<file path="src/rtl/frame_decoder.sv">
// rtl/frame_decoder.sv - receive-side 10-slot CRC8 frame decoder with sync tracking and statistics
module frame_decoder #(
  parameter logic [7:0] SOF_K       = 8'hBC,
  parameter logic [7:0] EOF_K       = 8'hFC,
  parameter logic [7:0] CRC_POLY    = 8'h07,
  parameter logic [7:0] CRC_INIT    = 8'hFF,
  parameter int         LOSS_THRESH = 3
) (
  input  logic        clk,
  input  logic        reset,
  input  logic        sym_valid,
  input  logic [7:0]  data_in,
  input  logic        k_in,
  input  logic        code_err,
  output logic [55:0] payload_out,
  output logic        frame_valid,
  output logic        crc_err,
  output logic        frame_err,
  output logic        sync_o,
  output logic [15:0] good_count,
  output logic [15:0] bad_count
);

  localparam logic [1:0] S_HUNT    = 2'd0;
  localparam logic [1:0] S_PAYLOAD = 2'd1;
  localparam logic [1:0] S_CRC     = 2'd2;
  localparam logic [1:0] S_EOF     = 2'd3;
  localparam logic [3:0] LOSS_M1   = 4'(LOSS_THRESH - 1);

  logic [1:0]  state, state_n;
  logic [2:0]  slot, slot_n;
  logic [7:0]  crc, crc_n;
  logic [55:0] shift, shift_n;
  logic        crc_ok, crc_ok_n;
  logic        fv_n, ce_n, fe_n;
  logic [3:0]  bad_run;

  // MSB-first, non-reflected CRC8 step over one byte
  function automatic logic [7:0] crc8_byte(input logic [7:0] c, input logic [7:0] d);
    logic [7:0] r;
    r = c ^ d;
    for (int i = 0; i < 8; i++) begin
      r = r[7] ? ({r[6:0], 1'b0} ^ CRC_POLY) : {r[6:0], 1'b0};
    end
    return r;
  endfunction

  always_comb begin
    state_n  = state;
    slot_n   = slot;
    crc_n    = crc;
    shift_n  = shift;
    crc_ok_n = crc_ok;
    fv_n     = 1'b0;
    ce_n     = 1'b0;
    fe_n     = 1'b0;
    if (sym_valid) begin
      if (code_err && state != S_HUNT) begin
        fe_n    = 1'b1;
        state_n = S_HUNT;
      end else begin
        case (state)
          S_HUNT: begin
            if (k_in && data_in == SOF_K) begin
              crc_n   = CRC_INIT;
              slot_n  = 3'd1;
              state_n = S_PAYLOAD;
            end
          end
          S_PAYLOAD, S_CRC: begin
            if (k_in) begin
              fe_n = 1'b1;
              // an early SOF is taken as the start of a fresh frame
              if (data_in == SOF_K) begin
                crc_n   = CRC_INIT;
                slot_n  = 3'd1;
                state_n = S_PAYLOAD;
              end else begin
                state_n = S_HUNT;
              end
            end else if (state == S_PAYLOAD) begin
              shift_n = {shift[47:0], data_in};
              crc_n   = crc8_byte(crc, data_in);
              if (slot == 3'd7) state_n = S_CRC;
              else              slot_n  = slot + 3'd1;
            end else begin
              crc_ok_n = (data_in == crc);
              state_n  = S_EOF;
            end
          end
          S_EOF: begin
            if (k_in && data_in == EOF_K) begin
              fv_n = crc_ok;
              ce_n = !crc_ok;
            end else begin
              fe_n = 1'b1;
            end
            state_n = S_HUNT;
          end
          default: state_n = S_HUNT;
        endcase
      end
    end
  end

  always_ff @(posedge clk or negedge reset) begin
    if (!reset) begin
      state       <= S_HUNT;
      slot        <= 3'd0;
      crc         <= CRC_INIT;
      shift       <= 56'd0;
      crc_ok      <= 1'b0;
      payload_out <= 56'd0;
      frame_valid <= 1'b0;
      crc_err     <= 1'b0;
      frame_err   <= 1'b0;
      sync_o      <= 1'b0;
      good_count  <= 16'd0;
      bad_count   <= 16'd0;
      bad_run     <= 4'd0;
    end else begin
      state       <= state_n;
      slot        <= slot_n;
      crc         <= crc_n;
      shift       <= shift_n;
      crc_ok      <= crc_ok_n;
      frame_valid <= fv_n;
      crc_err     <= ce_n;
      frame_err   <= fe_n;
      if (fv_n) begin
        payload_out <= shift;
        sync_o      <= 1'b1;
        bad_run     <= 4'd0;
        if (good_count != 16'hFFFF) good_count <= good_count + 16'd1;
      end else if (ce_n || fe_n) begin
        if (bad_count != 16'hFFFF) bad_count <= bad_count + 16'd1;
        if (bad_run != 4'hF)       bad_run   <= bad_run + 4'd1;
        // this error brings the consecutive-bad run up to the threshold
        if (bad_run >= LOSS_M1)    sync_o    <= 1'b0;
      end
    end
  end

endmodule

</file>
<file path="config.mk">
export PLATFORM = sky130hd
export DESIGN_NAME = frame_decoder
export DESIGN_NICKNAME = d
export VERILOG_FILES = /design/src/rtl/frame_decoder.sv
export SDC_FILE = /design/constraint.sdc
export NUM_CORES = 1
export LEC_CHECK = 0
export ABC_AREA = 1
export BUFFER_PORTS_ARGS = -buffer_cell sky130_fd_sc_hd__buf_2
export CORE_UTILIZATION = 60
export DETAILED_ROUTE_END_ITERATION = 12
export HOLD_SLACK_MARGIN = 0.03
export MAX_ROUTING_LAYER = met4
export PLACE_DENSITY_LB_ADDON = 0.25
export SYNTH_ARGS = -nofsm -noshare
export SYNTH_HDL_FRONTEND = slang
export SYNTH_SLANG_ARGS = --single-unit
</file>
<file path="constraint.sdc">
create_clock -name clk -period 3.6 [get_ports clk]
set_input_delay 0.18 -clock clk [delete_from_list [all_inputs] [get_ports clk]]
set_output_delay 0.18 -clock clk [all_outputs]
set_load 0.02 [all_outputs]
</file>
Word-level counts from Yosys, hierarchy flattened
Cells that the tools add are included.
Storage, ports and cells
  register bits after elaboration: 166
  bits in latches: 0
  bits in writable memories: 0
  bits in read-only memories: 0
  bits of input ports: 13
  output and inout port bits: 92
  word-level logic and storage cells: 113
  memories: 0
Operators by class
  add/subtract/negate cells: 4
  $mul: 0
  divide/modulo/power cells: 0
  magnitude comparators: 1
  eq/ne operators: 16
  shifts and indexed selects: 0
  muxes and demuxes: 45
  bitwise gates (word level): 13
  reductions and logical operators: 21
Operators by type and width (count)
  $mux 3: 13
  $add 16x1->16 const B: 2
  $mux 8: 4
  $ne 16x16->1 const B: 2
  $not 3->3: 8
  $eq 8x8->1 const B: 2
  $mux 1: 16
  $pmux 8 s2: 1
  $mux 4: 3
  $ne 3x3->1 const B: 4
  $mux 2: 5
  $reduce_and 5->1: 2
  $reduce_bool 2->1: 5
  $eq 8x8->1: 1
  $xor 8x8->8: 1
  $reduce_and 7->1: 1
  $pmux 2 s3: 1
  $pmux 3 s2: 1
  $reduce_and 2->1: 3
  $reduce_and 3->1: 2
  $reduce_and 6->1: 1
  $ne 5x5->1 const B: 1
  $add 4x1->4 const B: 1
  $eq 2x2->1 const B: 2
  13 further kinds: 18

Longest topological paths before layout
Gate-level depths: netlist of the first run.
  depth after elaboration: 20
  mapped depth: 14

Least setup slack after synthesis of the first run
Ideal clock, no wire load.
  path kind: reg2reg
  from: register bad_count[0]
  to: register bad_count[15]
  data arrival time: 1.645 ns
  required time: 3.483 ns
  path slack: 1.838 ns
  stages on the path, launching flop included: 11
  period minus slack after synthesis: 1.762 ns
  cell sequence: dfrtp_1 -> ha_1 -> nand2_1 -> nor2_1 -> nand4_1 -> clkbuf_1 -> nand4_1 -> nor2_1 -> nand3_1 -> nand2_1 -> nand2_1
On the way
  word-level cells in the longest chain between the ends: 2
  elaborated cells on any way between the ends: 3
  those cells by class: add/sub (1); eq/ne (1); reduce/logical (1)
RTL lines
  from (decl): line 21  | output logic [15:0] bad_count
  from (signal assigned): line 136  | if (bad_count != 16'hFFFF) bad_count <= bad_count + 16'd1;
  branches (longest 2 deep; another with $add 16x1->16)
Several ways; the timed one is not identified.
A chain may end at the register's enable or synchronous reset.

Worst setup path after layout of the first run
  from: register state[1]
  to: register payload_out[2]
On the way
  word-level cells in the longest chain between the ends: 4
  elaborated cells on any way between the ends: 6
  those cells by class: eq/ne (1); mux (3); reduce/logical (2)
RTL lines
  from (decl): line 30  | logic [1:0] state, state_n;
  from (signal assigned): line 122  | state <= state_n;
  $eq 2x2->1 / $reduce_bool 2->1 (equally long branches): line 62, 58
  $mux 1 / $logic_and 1x1->1 (equally long branches): line 62, 58
  $mux 1 (*): line 58  | if (code_err && state != S_HUNT) begin
  $mux 1 (*): line 57  | if (sym_valid) begin
  to (signal assigned): line 131  | payload_out <= shift;
  to (decl): line 15  | output logic [55:0] payload_out,
Mark *: on every way between the ends. The rest lies on a longest branch, timed or not.

==> flow_summary_export.csv, run 1 <==
group,metric,value,unit
worst_setup_path,timing.critical_path.to_type,"register",
synthesis,syn_nets,919,
synthesis,synth_seq_cells,166,
min_path,worst_min_path_class,"primary input to register",
timing,finalMaxSlewViolations,0,
routing,detailedRoute.firstIterationViolations,487,
timing,achievable-frequency,0.391,GHz
routing,detailed_route_wire_length,15100,um
worst_setup_path,worstPathRequired,3.90,ns
finish,antennaDiodeCount,0,
clocking,cts.sinks,166,
clocking,ctsLongestPathBuffers,2,
finish,final_core_utilization,72.2,%
timing,worstMarginPinSlew,0.935,ns
finish,layout.cell_area.non_filler,8820,sq um
timing,finClkSkew,0.0102,ns
worst_setup_path,kind_of_critical_path,"register to register",
routing,detailroute.via_count,5994,
timing,max_slew_headroom_at_the_worst_pin,37.7,%
status,outcome,"finished clean",
worst_setup_path,rr_worst_depth,10,
timing,rsz0062_at_grt,"no",
power,static-leakage-power,4.54,nW
clocking,postCtsSetupBuffers,0,
power,power_frac_clock,33.2,%
flow_run,number_of_max_cap_violations,0,
global_route,first_global_vias,5576,
clocking,clock-root-buffer,"sky130_fd_sc_hd__clkbuf_16",
power,p_switching,0.00168,W
synthesis,synth_enable_flop_cells,0,
worst_setup_path,timing.critical_path.arrival,2.86,ns
timing,report.final.setup_viol,0,
clocking,post_cts_resized,0,
clocking,tritoncts,"yes",
worst_setup_path,max_stage_delay,0.51,ns
floorplan,initial_core_util,62.5,%
floorplan,ios,105,
timing,final.setup.tns,0,ns
timing,final_min_period_over_clock_period,71.1,%
finish,fin_nets,1014,
synthesis,synth.yosys.warnings,0,
power,share_comb_of_total_power,22.9,%
synthesis,netlist_top_cells_area,"sky130_fd_sc_hd__dfrtp_1 52%, sky130_fd_sc_hd__nand2_1 13%, sky130_fd_sc_hd__inv_1 5.7%, sky130_fd_sc_hd__o21ai_0 3.6%, sky130_fd_sc_hd__o21ai_1 3.1%",
global_route,grt_first_pass_wirelength,25800,um
global_route,grt_antenna_before_repair,0,
floorplan,die_y,115,um
min_path,hold_path_startpoint,"data_in[1]",
power,power_report.internal_total,0.00361,W
power,seq_power_share,43.9,%
worst_setup_path,worst_path_max_delay_cell,"sky130_fd_sc_hd__nor3_4",
worst_setup_path,cp-start-kind,"register",
clocking,clk_latency,0.43,ns
worst_setup_path,cp_max_fo,97,
floorplan,fp.dieArea,13200,sq um
placed_design,gp_congestion,0.909,
routing,route.detailed.wl_per_inst,12.9,um
finish,multi_input_comb_area,2840,sq um
synthesis,syn_area,7630,sq um
routing,route.antenna.remaining_nets,0,
global_route,grt_start_max_net_pins,113,
finish,regArea,4160,sq um
timing,report.final.hold_viol_count,0,
power,max-vdd-ir-drop,0.471,mV
finish,area_delta_synth_final,15.6,%
finish,most-common-layout-cells,"265 x sky130_fd_sc_hd__nand2_1, 158 x sky130_fd_sc_hd__dfrtp_1, 115 x sky130_fd_sc_hd__inv_1, 103 x sky130_fd_sc_hd__buf_2, 55 x sky130_fd_sc_hd__o21ai_0",
worst_setup_path,rr_endpoint,"payload_out[2]",
synthesis,synth_area_per_cell,8.54,sq um
clocking,clock_transition_at_path_regs,0.06,ns
finish,layout.cells.most_common,"sky130_fd_sc_hd__nand2_1",
synthesis,synth.largest_area_cell,"sky130_fd_sc_hd__dfrtp_1",
worst_setup_path,rrSetupSlack,1.04,ns
synthesis,post-synth-top-area-fraction,51.8,%
power,cellPowerDensity,600,nW/um^2
global_route,overflow,0,
min_path,min_to,"shift[1]",
floorplan,core_rows,40,
finish,fill_cells,959,
placed_design,place_hpwl,10400,um
synthesis,yosysSeqAreaShare,54.6,%
routing,detail_route.drc_violations,0,
timing,hold-worst-slack,0.0385,ns
clocking,htreeDepth,4,
clocking,tritoncts.num_buffers,17,
clocking,post_cts_hold_buffer_count,1,
worst_setup_path,worstReg2RegStart,"state[1]",
power,switching_share,31.7,%
min_path,worstHoldPathCells,3,
synthesis,ys_dominant_reg_cell,"sky130_fd_sc_hd__dfrtp_1",
worst_setup_path,most_common_cell_type_on_the_critical_path,"sky130_fd_sc_hd__nand2_1",
global_route,global_route.usage.total,26.0,%
synthesis,synth_async_sr_flop_share,100,%
routing,viasPerCell,5.13,
placed_design,port-buffer-count,104,
floorplan,die-width,115,um
synthesis,post_synth_num_cell_types,34,
power,finalPower,0.00529,W
placed_design,placed_cell_area,8230,sq um
worst_setup_path,critical_path.cell_chain,"inv_1, ha_1, nor2_1, nor2_2, nand2_1, nor3_4, inv_4, buf_12, nand2_1, o21ai_1",
finish,post_route_cells_drive_above_1_share,16.8,%
synthesis,netlist_instances,893,
floorplan,floorplan.core_area,12200,sq um
routing,drt_pass1_iterations,6,
timing,period_needed,2.56,ns
==> logic make-up (layout without fill, tap and decap cells) <==
logic type | Yosys count | in the layout | synth area share, %
AND/OR/NAND/NOR | 418 | 418 | 23.6
flip-flops | 166 | 166 | 54.6
buffers and inverters | 150 | 258 | 8.35
AO/OA/AOI/OAI | 118 | 118 | 8.07
XOR/XNOR | 28 | 28 | 3.22
adder cells (fa/ha/maj) | 13 | 13 | 2.13
==> routing by layer <==
layer / global-route usage (%) / vias to the layer above / wire (um)
li1: - / 3020 / -
met1: 33.6 / 2816 / 7170
met2: 42.1 / 143 / 7200
met3: 6.27 / 15 / 585
met4: 5.63 / 0 / 136
met5: - / - / 0
==> synthesized netlist by cell type, types with 4 or more instances <==
library cell / number
sky130_fd_sc_hd__nand2_1: 265
sky130_fd_sc_hd__dfrtp_1: 158
sky130_fd_sc_hd__inv_1: 115
sky130_fd_sc_hd__o21ai_0: 55
sky130_fd_sc_hd__nor2_1: 48
sky130_fd_sc_hd__o21ai_1: 48
sky130_fd_sc_hd__nand3_1: 43
sky130_fd_sc_hd__nand4_1: 31
sky130_fd_sc_hd__xor2_1: 15
sky130_fd_sc_hd__ha_1: 13
sky130_fd_sc_hd__xnor2_1: 13
sky130_fd_sc_hd__buf_2: 11
sky130_fd_sc_hd__clkbuf_1: 11
sky130_fd_sc_hd__nor3_1: 9
sky130_fd_sc_hd__a21oi_1: 8
sky130_fd_sc_hd__dfstp_2: 8
sky130_fd_sc_hd__buf_6: 7
sky130_fd_sc_hd__o21ai_2: 6
sky130_fd_sc_hd__nor4_1: 4
==> power by group through the flow <==
stage | logic [W] | registers [W] | clock network (W)
after floorplan | 0.000900 | 0.00235 | 0
after global placement | 0.00116 | 0.00234 | 0
after detailed placement | 0.00121 | 0.00235 | 0
after CTS | 0.00121 | 0.00232 | 0.00178
after global routing | 0.00142 | 0.00235 | 0.00186
final | 0.00121 | 0.00232 | 0.00176
==> through the flow <==
stage | cells | worst slack (ns)
floorplan | 893 | 1.84
global placement | 1136 | 1.19
detailed placement | 1136 | 1.05
CTS | 1169 | 1.03
global route | 1169 | 0.786
finish | 1169 | 1.04
==> flip-flops by register name, summed over array words and instances (netlist names), 2 cells and up <==
name and flops:
slot 3, state 2, bad_count 16, bad_run 4, shift 56, crc 8, good_count 16, payload_out 56
==> worst max-delay path, delay by kind of cell, from the launching register on <==
family	cells	cell delay, ns
AO/OA/AOI/OAI	1	0.07
buffers and inverters	3	0.70
adder cells (fa/ha/maj)	1	0.17
AND/OR/NAND/NOR	5	1.05
flip-flops	1	0.38
==> cell type report <==
type | count | area share, %
clock inverters | 11 | 1.42
inverters | 118 | 5.05
clock buffers | 21 | 5.11
well taps | 168 | 2.38
flip-flops and latches | 166 | 47.2
multi-input cells | 577 | 32.2
repair buffers | 108 | 6.63
==> worst max-delay path by stage <==
stage	startpoint	endpoint	slack, ns	cells after the start
2_1_floorplan	bad_count[0]	bad_count[15]	1.84	10
3_3_place_gp	state[1]	payload_out[21]	1.19	10
3_5_place_dp	state[1]	payload_out[16]	1.05	10
4_1_cts	state[1]	payload_out[16]	1.03	10
5_1_grt	state[1]	payload_out[16]	0.79	10
6_report	state[1]	payload_out[2]	1.04	10
Note: power is estimated with default switching activity, not from simulation.
==> run 2: changes to the inputs <==
CORE_UTILIZATION = 58   (was 60)
clock period = 2.6 ns   (was 3.6 ns; I/O delays follow)
==> flow_summary_export.csv, run 2 (synthesis gave the netlist of run 1 again) <==
group,metric,value,unit
status,outcome,"finished clean",
worst_setup_path,timing.critical_path.to_type,"register",
finish,most-common-layout-cells,"265 x sky130_fd_sc_hd__nand2_1, 158 x sky130_fd_sc_hd__dfrtp_1, 115 x sky130_fd_sc_hd__inv_1, 103 x sky130_fd_sc_hd__buf_2, 55 x sky130_fd_sc_hd__o21ai_0",
floorplan,die-width,117,um
worst_setup_path,kind_of_critical_path,"register to register",
worst_setup_path,critPathTopFamily,"simple AND/OR/NAND/NOR gates",
finish,post_route_cells_drive_above_1_share,17.7,%
floorplan,ios,105,
power,switching_share,31.7,%
routing,detailroute.via_count,6077,
power,static-leakage-power,4.66,nW
clocking,tritoncts,"yes",
routing,route.antenna.remaining_nets,0,
global_route,first_global_vias,5594,
power,share_comb_of_total_power,22.9,%
global_route,global_route.usage.total,25.9,%
timing,final.setup.tns,0,ns
worst_setup_path,timing.critical_path.arrival,2.49,ns
placed_design,place_worst_setup_slack,0.418,ns
power,max-vdd-ir-drop,0.466,mV
timing,finClkSkew,0.00888,ns
clocking,tritoncts.num_buffers,17,
placed_design,gp_congestion,0.926,
placed_design,port-buffer-count,104,
clocking,clock_transition_at_path_regs,0.07,ns
worst_setup_path,critical_path.cell_chain,"inv_1, ha_1, nor2_1, nor2_2, nand2_1, nor3_4, inv_4, buf_4, nand3_2, nand2_1, nand2_1",
worst_setup_path,most_common_cell_type_on_the_critical_path,"sky130_fd_sc_hd__nand2_1",
routing,route.detailed.wl_per_inst,13.3,um
flow_run,number_of_max_cap_violations,0,
routing,drt_pass1_iterations,4,
routing,detailed_route_wire_length,15800,um
timing,final_min_period_over_clock_period,84.2,%
finish,area_delta_synth_final,18.6,%
finish,fin_nets,1031,
finish,layout.cells.most_common,"sky130_fd_sc_hd__nand2_1",
timing,rsz0062_at_grt,"no",
worst_setup_path,worst-path-buf-inv,3,
clocking,cts.sinks,166,
timing,final.setup.worst_slack,0.411,ns
floorplan,initial_core_util,60.0,%
floorplan,core_rows,41,
routing,detail_route.drc_violations,0,
finish,multi_input_comb_area,2840,sq um
power,power_frac_clock,34.5,%
routing,viasPerCell,5.11,
finish,antennaDiodeCount,0,
timing,achievable-frequency,0.457,GHz
global_route,grt_first_pass_wirelength,26300,um
timing,report.final.setup_viol,0,
timing,period_needed,2.19,ns
finish,layout_top_registers,"payload_out x56, shift x56",
routing,detailedRoute.firstIterationViolations,392,
floorplan,die_y,117,um
timing,finalMaxSlewViolations,0,
worst_setup_path,worstPathRequired,2.90,ns
placed_design,place_hpwl,10800,um
floorplan,fp.dieArea,13600,sq um
global_route,grt_start_max_net_pins,67,
timing,max_slew_headroom_at_the_worst_pin,60.2,%
timing,worstMarginPinSlew,0.597,ns
clocking,htreeDepth,4,
global_route,grt_antenna_before_repair,0,
worst_setup_path,max_stage_delay,0.40,ns
timing,hold-worst-slack,0.0736,ns
clocking,postCtsSetupBuffers,0,
worst_setup_path,cp-start-kind,"register",
power,p_switching,0.00239,W
power,cellPowerDensity,833,nW/um^2
floorplan,floorplan.core_area,12700,sq um
finish,regArea,4160,sq um
global_route,overflow,0,
power,seq_power_share,42.6,%
clocking,clock-root-buffer,"sky130_fd_sc_hd__clkbuf_16",
finish,fill_cells,983,
min_path,worst_min_path_class,"primary input to register",
timing,report.final.hold_viol_count,0,
power,power_report.internal_total,0.00514,W
worst_setup_path,cp_max_fo,31,
clocking,ctsLongestPathBuffers,2,
worst_setup_path,worst_path_max_delay_cell,"sky130_fd_sc_hd__dfrtp_1",
clocking,clk_latency,0.42,ns
run 2: through the flow:
step | std cells | cell area [sq um] | total power (W) | util [%]
5_1_grt | 1190 | 9040 | 0.00800 | 71.1
3_5_place_dp | 1150 | 8350 | 0.00495 | 65.6
3_3_place_gp | 1150 | 8350 | 0.00489 | 65.6
2_1_floorplan | 893 | 7630 | 0.00450 | -
4_1_cts | 1190 | 9040 | 0.00758 | 71.1
6_report | 1190 | 9040 | 0.00753 | 71.1
run 2: area by class of cell:
cell class | instances | area share [%]
inverters | 118 | 4.92
flip-flops and latches | 166 | 46.0
clock inverters | 13 | 1.90
multi-input cells | 577 | 31.4
clock buffers | 19 | 4.90
repair buffers | 125 | 8.48
well taps | 172 | 2.38
run 2: worst paths after layout:
check                                 from         endpoint  slack (ns)  cells after the start
max in group asynchronous            reset           crc[6]        1.52                      3
worst min-delay path            data_in[6]         shift[6]        0.07                      3
worst min register to register      crc[3]           crc[3]        0.47                      2
worst max register to register    state[0]     bad_count[4]        0.41                     11
min in group asynchronous            reset  payload_out[31]        0.27                      2
worst max-delay path              state[0]     bad_count[4]        0.41                     11
run 2: worst register-to-register path, cell delays in order (launching register included):
cell and delay [ns]:
sky130_fd_sc_hd__dfrtp_1 0.40, sky130_fd_sc_hd__inv_1 0.08, sky130_fd_sc_hd__ha_1 0.21, sky130_fd_sc_hd__nor2_1 0.29, sky130_fd_sc_hd__nor2_2 0.10, sky130_fd_sc_hd__nand2_1 0.14
sky130_fd_sc_hd__nor3_4 0.08, sky130_fd_sc_hd__inv_4 0.12, sky130_fd_sc_hd__buf_4 0.32, sky130_fd_sc_hd__nand3_2 0.19, sky130_fd_sc_hd__nand2_1 0.10, sky130_fd_sc_hd__nand2_1 0.06
run 2: routing by layer:
layer | wire, um | GRT usage [%]
met5 | 0 | -
met3 | 550 | 5.50
met1 | 7350 | 33.5
met2 | 7710 | 41.8
met4 | 166 | 7.00
run 2: repair_timing:
item                                    4_1_cts  5_1_grt
hold endpoints to repair                     62        0
hold buffers                                  8        0
endpoints found under the setup margin        0        0
gates resized for setup                       0        0
run 2: power by group through the flow:
stage          combinational [W]  clock, W  sequential, W
6_report                 0.00172   0.00260        0.00321
3_3_place_gp             0.00165         0        0.00323
2_1_floorplan            0.00125         0        0.00325
3_5_place_dp             0.00170         0        0.00325
5_1_grt                  0.00198   0.00277        0.00325
4_1_cts                  0.00174   0.00263        0.00321
==> run 3: changes to the inputs <==
clock period = 2.2 ns   (was 2.6 ns; I/O delays follow)
==> flow_summary_export.csv, run 3 (synthesis gave the netlist of run 1 again) <==
group,metric,value,unit
clocking,clk_latency,0.43,ns
flow_run,number_of_max_cap_violations,0,
finish,most-common-layout-cells,"265 x sky130_fd_sc_hd__nand2_1, 158 x sky130_fd_sc_hd__dfrtp_1, 115 x sky130_fd_sc_hd__inv_1, 103 x sky130_fd_sc_hd__buf_2, 55 x sky130_fd_sc_hd__o21ai_0",
routing,detail_route.drc_violations,0,
worst_setup_path,worst_path_max_delay_cell,"sky130_fd_sc_hd__dfrtp_1",
min_path,min_to,"crc[6]",
finish,area_delta_synth_final,19.0,%
timing,worstMarginPinSlew,0.450,ns
finish,layout_top_registers,"payload_out x56, shift x56",
worst_setup_path,critical_path.cell_chain,"inv_1, ha_1, nor2_1, nor2_2, nand2_1, nor3_4, inv_4, buf_4, nand3_1, nand2_1, nand2_1",
power,cellPowerDensity,965,nW/um^2
min_path,worst_min_path_class,"primary input to register",
placed_design,port-buffer-count,104,
power,max-vdd-ir-drop,0.629,mV
floorplan,die-width,117,um
placed_design,gp_congestion,0.895,
clocking,clock-root-buffer,"sky130_fd_sc_hd__clkbuf_16",
global_route,grt_start_max_net_pins,67,
clocking,post_cts_resized,0,
finish,antennaDiodeCount,0,
finish,fin_nets,1034,
worst_setup_path,rr_worst_depth,11,
finish,layout.cells.non_filler,1191,
worst_setup_path,cp-start-kind,"register",
placed_design,place_inst,1151,
min_path,worstHoldPathCells,5,
placed_design,place_hpwl,10700,um
min_path,hold_path_startpoint,"k_in",
routing,detailedRoute.firstIterationViolations,531,
clocking,htreeDepth,4,
timing,finClkSkew,0.00547,ns
clocking,clock_transition_at_path_regs,0.06,ns
routing,route.detailed.wl_per_inst,13.6,um
power,static-leakage-power,4.66,nW
timing,final_min_period_over_clock_period,91.0,%
worst_setup_path,kind_of_critical_path,"register to register",
worst_setup_path,worstReg2RegStart,"state[0]",
routing,detailroute.via_count,6121,
worst_setup_path,most_common_cell_type_on_the_critical_path,"sky130_fd_sc_hd__nand2_1",
finish,layout.cells.most_common,"sky130_fd_sc_hd__nand2_1",
timing,final.setup.tns,0,ns
finish,fill_cells,1032,
floorplan,fp.dieArea,13600,sq um
worst_setup_path,worstPathRequired,2.52,ns
clocking,ctsLongestPathBuffers,2,
timing,period_needed,2.00,ns
worst_setup_path,timing.critical_path.to_type,"register",
timing,report.final.setup_viol,0,
routing,drt_pass1_iterations,5,
worst_setup_path,cp_max_fo,21,
routing,viasPerCell,5.14,
routing,detailed_route_wire_length,16200,um
timing,report.final.hold_viol_count,0,
floorplan,ios,105,
status,outcome,"finished clean",
routing,route.antenna.remaining_nets,0,
floorplan,floorplan.core_area,12700,sq um
global_route,first_global_vias,5679,
global_route,grt_first_pass_wirelength,27000,um
power,finalPower,0.00875,W
timing,achievable-frequency,0.499,GHz
floorplan,initial_core_util,60.0,%
worst_setup_path,rrSetupSlack,0.20,ns
worst_setup_path,timing.critical_path.arrival,2.32,ns
global_route,grt_antenna_before_repair,0,
timing,rsz0062_at_grt,"no",
timing,finalMaxSlewViolations,0,
clocking,tritoncts.num_buffers,17,
worst_setup_path,max_stage_delay,0.38,ns
timing,max_slew_headroom_at_the_worst_pin,70.0,%
clocking,cts.sinks,166,
global_route,overflow,0,
global_route,global_route.usage.total,26.5,%
worst_setup_path,rr_endpoint,"bad_count[6]",
floorplan,core_rows,41,
floorplan,die_y,117,um
clocking,tritoncts,"yes",
finish,post_route_cells_drive_above_1_share,17.6,%
## run 3: cell types whose count changed in the layout (fill, tap and decap cells not counted), moves of 2 or more
cell and change:
sky130_fd_sc_hd__buf_12 +3, sky130_fd_sc_hd__buf_4 -2, sky130_fd_sc_hd__clkinv_4 -4, sky130_fd_sc_hd__clkinvlp_4 +3
sky130_fd_sc_hd__dlygate4sd3_1 +2
## run 3: per-layer routing
| layer | up-vias | wire length [um] | GRT usage, % |
|---|---|---|---|
| li1 | 3072 | - | - |
| met1 | 2899 | 7540 | 34.4 |
| met2 | 132 | 7780 | 42.0 |
| met3 | 18 | 630 | 5.40 |
| met4 | 0 | 206 | 8.44 |
| met5 | - | 0 | - |
## run 3: worst max path at each step
| stage | startpoint | to | slack, ns | cells after the start |
|---|---|---|---|---|
| CTS | state[0] | bad_count[6] | 0.18 | 11 |
| detailed placement | state[0] | bad_count[9] | 0.21 | 11 |
| floorplan | bad_count[0] | bad_count[15] | 0.44 | 10 |
| finish | state[0] | bad_count[6] | 0.20 | 11 |
| global route | state[0] | payload_out[40] | 0.02 | 10 |
| global placement | state[0] | bad_count[6] | 0.29 | 11 |
## run 3: stage by stage
step / hold slack [ns] / setup WS [ns] / utilization, % / area, sq um
after CTS: 0.118 / 0.183 / 71.3 / 9070
after global placement: 0.0760 / 0.292 / 66.0 / 8400
after floorplan: -0.186 / 0.438 / - / 7630
after detailed placement: 0.0741 / 0.208 / 66.0 / 8400
final: 0.129 / 0.198 / 71.3 / 9070
after global routing: 0.157 / 0.0214 / 71.3 / 9070
## run 3: power by group
group	internal, W	switching (W)
Combinational	0.000740	0.00128
Sequential	0.00351	0.000273
Clock	0.00173	0.00122
## run 3: cell type report
cell class                      count  area, sq um  share of cell area (%)
Timing Repair Buffer              128          832                    9.17
Sequential cell                   166         4160                    45.9
Clock inverter                     10          121                    1.34
Tap cell                          172          215                    2.37
Multi-Input combinational cell    577         2840                    31.3
Clock buffer                       20          457                    5.03
Inverter                          118          445                    4.91
## run 3: what timing repair did
action                                 CTS  global route
buffers inserted                         0             0
hold buffers                            10             0
endpoints found under the hold margin   55             0
## run 3: worst max-delay path, delay by kind of cell (launching register included)
kind          cells  cell delay, ns
buf+inv           3            0.52
flops             1            0.38
fa+ha+maj         1            0.21
simple gates      7            0.77
